`src/rtl/turn_timer.sv`:
```
// Purpose: single-turn countdown timer with pause, restart and abort, counting whole seconds.
// Latency: every output is registered or decoded from state; tick/time_out appear the cycle after the wrap.
// Backpressure: none; start, stop and pause are sampled on every rising edge. stop beats start, start beats pause.
module turn_timer #(
  parameter int CLK_FREQ_HZ  = 50000000,
  parameter int TURN_SECONDS = 10,
  parameter int SEC_W        = 4
) (
  input  logic             clk,
  input  logic             rst,
  input  logic             start,
  input  logic             stop,
  input  logic             pause,
  output logic [SEC_W-1:0] seconds_left,
  output logic             running,
  output logic             tick,
  output logic             time_out,
  output logic             expired
);

  // One prescaler count per clock.
  // Sized so that the count CLK_FREQ_HZ-1 is reachable.
  localparam int PW = (CLK_FREQ_HZ > 1) ? $clog2(CLK_FREQ_HZ) : 1;

  localparam logic [PW-1:0]    PRE_LAST = PW'(CLK_FREQ_HZ - 1);
  localparam logic [PW-1:0]    PRE_ONE  = PW'(1);
  localparam logic [SEC_W-1:0] SEC_LOAD = SEC_W'(TURN_SECONDS);
  localparam logic [SEC_W-1:0] SEC_ONE  = SEC_W'(1);

  localparam logic [1:0] S_IDLE    = 2'd0;
  localparam logic [1:0] S_RUNNING = 2'd1;
  localparam logic [1:0] S_PAUSED  = 2'd2;
  localparam logic [1:0] S_EXPIRED = 2'd3;

  logic [1:0]       state;
  logic [1:0]       state_nxt;
  logic [PW-1:0]    presc;
  logic [PW-1:0]    presc_nxt;
  logic [SEC_W-1:0] sec;
  logic [SEC_W-1:0] sec_nxt;
  logic             tick_nxt;
  logic             time_out_nxt;
  logic             wrap;

  // The last prescaler count of a second. It only has an effect when the cycle is actually counted.
  assign wrap = (presc == PRE_LAST);

  // Next-state logic. stop overrides start, and start overrides pause and any second boundary.
  // A cycle counts whenever the turn is live (RUNNING or PAUSED) and pause is low.
  // Because of this, the cycle that leaves PAUSED is itself counted, and no cycle is lost on resume.
  always_comb begin
    state_nxt    = state;
    presc_nxt    = presc;
    sec_nxt      = sec;
    tick_nxt     = 1'b0;
    time_out_nxt = 1'b0;
    if (stop) begin
      state_nxt = S_IDLE;
      presc_nxt = '0;
      sec_nxt   = '0;
    end else if (start) begin
      state_nxt = S_RUNNING;
      presc_nxt = '0;
      sec_nxt   = SEC_LOAD;
    end else begin
      case (state)
        S_RUNNING, S_PAUSED: begin
          if (pause) begin
            // Freeze. A pending wrap is deferred, not lost.
            state_nxt = S_PAUSED;
          end else begin
            state_nxt = S_RUNNING;
            if (wrap) begin
              presc_nxt = '0;
              tick_nxt  = 1'b1;
              // The <= also covers a zero count, so seconds_left can never wrap below 0.
              if (sec <= SEC_ONE) begin
                sec_nxt      = '0;
                state_nxt    = S_EXPIRED;
                time_out_nxt = 1'b1;
              end else begin
                sec_nxt = sec - SEC_ONE;
              end
            end else begin
              presc_nxt = presc + PRE_ONE;
            end
          end
        end
        S_EXPIRED: begin
          sec_nxt = '0;
        end
        S_IDLE: begin
          presc_nxt = '0;
          sec_nxt   = '0;
        end
        default: begin
          state_nxt = S_IDLE;
          presc_nxt = '0;
          sec_nxt   = '0;
        end
      endcase
    end
  end

  // State, prescaler and registered pulses. Reset discards any turn in progress.
  always_ff @(posedge clk or negedge rst) begin
    if (!rst) begin
      state    <= S_IDLE;
      presc    <= '0;
      sec      <= '0;
      tick     <= 1'b0;
      time_out <= 1'b0;
    end else begin
      state    <= state_nxt;
      presc    <= presc_nxt;
      sec      <= sec_nxt;
      tick     <= tick_nxt;
      time_out <= time_out_nxt;
    end
  end

  // The level outputs are decoded from registered state only.
  assign seconds_left = sec;
  assign running      = (state == S_RUNNING);
  assign expired      = (state == S_EXPIRED);

endmodule

```
`config.mk`:
```
export PLATFORM = sky130hd
export DESIGN_NAME = turn_timer
export DESIGN_NICKNAME = d
export VERILOG_FILES = /design/src/rtl/turn_timer.sv
export SDC_FILE = /design/constraint.sdc
export NUM_CORES = 1
export LEC_CHECK = 0
export BUFFER_PORTS_ARGS = -buffer_cell sky130_fd_sc_hd__buf_2
export CAP_MARGIN = 20
export CELL_PAD_IN_SITES_DETAIL_PLACEMENT = 1
export CELL_PAD_IN_SITES_GLOBAL_PLACEMENT = 1
export CORE_MARGIN = 4
export CORE_UTILIZATION = 38
export CTS_CLUSTER_SIZE = 25
export DETAILED_ROUTE_END_ITERATION = 8
export GPL_ROUTABILITY_DRIVEN = 0
export MAX_ROUTING_LAYER = met4
export PLACE_DENSITY = 0.66
export SYNTH_ARGS = -nofsm -noshare
export SYNTH_HDL_FRONTEND = slang
export SYNTH_SLANG_ARGS = --single-unit
```
`constraint.sdc`:
```
create_clock -name clk -period 2.4 [get_ports clk]
set_input_delay 0.48 -clock clk [delete_from_list [all_inputs] [get_ports clk]]
set_output_delay 0.48 -clock clk [all_outputs]
set_load 0.02 [all_outputs]
```
==> flow_summary.ini <==
[outcome]
status = finished clean

[logic_synthesis]
netlist_instances = 229
seq_area_frac_synth_pct = 41.6
synth.area.top_cells = dfrtp_1 42%, a31oi_1 7.3%, nand2_1 5.1%, ha_1 4.3%, a21oi_1 3.9%
synth_top_area_share_pct = 41.6
yosys_register_bits = 34
avgSynthCellArea_um2 = 8.93
yosysWarnings = 0
synth.largest_area_cell = dfrtp_1
yosysMostFrequentCell = dfrtp_1
synth_fp_nets = 241
synth_edf_count = 0
syn_area_um2 = 2040
ys.flop_type = dfrtp_1
synth_cell_types = 45
async_flop_share_pct = 100
synthTopCellsByCount = 34 x dfrtp_1, 28 x nand2_1, 24 x a31oi_1

[clock_network]
post_cts_resized = 0
cts_made_buffers = 5
h-tree-depth = 2
clockBufferDepth = 2
clk_latency_ns = 0.29
post_cts_buffers = 0
cts_root_buf = clkbuf_8
cts.sinks = 34
cts_tree = yes
clkTransAtPathRegs_ns = 0.08
cts-hold-fix-buffers = 0

[placement]
hpwl_um = 3650
dp_slack_ns = 0.327
dp.cells = 310
port-buffer-count = 12

[worst_setup_path]
cp_max_fo = 17
crit_type = flop to flop
crit_chain = nor4b_1 > and4_1 > a21boi_2 > buf_4 > and3_1 > a221o_1
crit_path_end_kind = flop
start_kind = flop
worstPathArrival_ns = 2.24
cpPeakStageDelay_ns = 0.44
slowest_stage = dfrtp_1
crit_required_ns = 2.57

[global_routing]
grt_remaining_overflow = 0
grt_pass1_wl_um = 9340
track_usage_pct = 18.7
grt_max_degree = 35
antenna_found_initial = 0
grt_pass1_vias = 1878

[timing]
skew_ns = 0.0128
min_period_ns = 2.06
rsz0062_at_grt = no
max_freq_ghz = 0.485
fin_crit_sh_pct = 86.0
setup-tns-final_ns = 0
slew_headroom_pct = 47.8
drv_slew = 0
worst_slack_ns = 0.337
worst_pin_slew_ns = 0.783
final_hold_viol_count = 0
setup_viol = 0

[die]
die_w_um = 81.4
start_util_pct = 39.5
dieArea_um2 = 6620
chipHeight_um = 81.4
rows = 26
boundaryPins = 13
core-area_um2 = 5170

[route]
dr_total_vias = 1793
dr.pass1.iters = 4
first_iter_violations = 80
drc = 0
drtAntennaViolNets = 0
wl_per_cell_um = 16.0
wl_um = 5100
vias_per_cell = 5.64

[power_and_ir_drop]
ir_drop_v = 0.000244
power.leakage_nw = 1.03
powerDensity_nw_per_um2 = 539
power_frac_seq_pct = 46.9
clkPwrFrac_pct = 42.3
switchingPower_mw = 0.319
swShare_pct = 25.5
pwr-share-comb_pct = 10.9
power.internal_mw = 0.933

[min_path]
hold_path.class = primary input to async pin

[layout]
n_antenna_cell = 0
final_cells = 318
fin_nets = 259
syn2layout_area_growth_pct = 13.6
layout-drive-gt1-share_pct = 16.5

[flow_run]
drv_cap = 0
[power by group through the flow]
stage / sequential, mW / clock (mW) / combinational [mW]
finish: 0.587 / 0.529 / 0.136
global route: 0.589 / 0.576 / 0.157
global placement: 0.598 / 0 / 0.136
floorplan: 0.600 / 0 / 0.0815
detailed placement: 0.598 / 0 / 0.137
CTS: 0.587 / 0.546 / 0.138
[layout by cell type, fill, tap and decap left out, types with 5 or more instances in the layout]
master,instances
dfrtp_1,34
nand2_1,28
a31oi_1,24
nor2_1,19
a21oi_1,16
buf_2,12
o21ai_0,10
and3_1,10
nand3_1,9
buf_4,9
inv_1,8
nor3_1,7
ha_1,7
nand2b_1,6
a41oi_1,5
clkbuf_8,5
[routing by layer]
metal | global-route usage [%] | up-vias | wire length (um)
li1 | - | 880 | -
met1 | 24.9 | 900 | 2640
met2 | 28.7 | 9 | 2320
met3 | 3.66 | 4 | 91
met4 | 5.07 | 0 | 46
met5 | - | - | 0
[critical path, delay by kind of cell, from the launching register on]
kind,cells,cell delay (ns)
flops,1,0.44
compound gates,2,0.37
buf+inv,1,0.21
simple gates,3,0.94
[cells by family (layout without fill, tap and decap cells)]
group                      count (synthesis)  in the layout  share of synthesized area (%)
and+or+nand+nor                           99             99                           26.8
AOI/OAI and AO/OA                         67             67                           21.5
DFF                                       34             34                           41.6
buffers and inverters                     18             37                           3.73
adders and majority gates                  7              7                           4.28
muxes                                      3              3                           1.59
xor gates and xnor gates                   1              1                          0.428
[worst paths after layout]
check,start,end,slack (ns),cells after the start
max in group asynchronous,rst,seconds_left[3]$_DFFE_PN0P_,1.63,1
min in group clk,stop,state[0]$_DFFE_PN0P_,0.43,2
max,presc[10]$_DFFE_PN0P_,presc[11]$_DFFE_PN0P_,0.34,6
min,rst,presc[23]$_DFFE_PN0P_,0.27,1
min reg2reg,presc[25]$_DFFE_PN0P_,presc[25]$_DFFE_PN0P_,0.49,1
max reg2reg,presc[10]$_DFFE_PN0P_,presc[11]$_DFFE_PN0P_,0.34,6
[cell type report]
type,instances,area (um2)
Tap cell,70,87.6
Clock inverter,3,40.0
Fill cell,628,2850
Multi-Input combinational cell,177,1120
Inverter,8,30.0
Timing Repair Buffer,21,128
Clock buffer,5,68.8
Sequential cell,34,851
[flip-flops by register name, summed over array words and instances (netlist names)]
| signal | count |
|---|---|
| tick | 1 |
| time_out | 1 |
| seconds_left | 4 |
| presc | 26 |
| state | 2 |
[stage by stage]
step	utilization (%)	hold WS [ns]	instance area (um2)	total power [mW]
6_report	44.9	0.268	2320	1.25
5_1_grt	44.9	0.332	2320	1.32
4_1_cts	44.9	0.304	2320	1.27
3_5_place_dp	42.8	0.471	2210	0.735
3_3_place_gp	42.8	0.465	2210	0.734
2_1_floorplan	-	0.184	2040	0.681
Power figures use the tool's default switching activity.
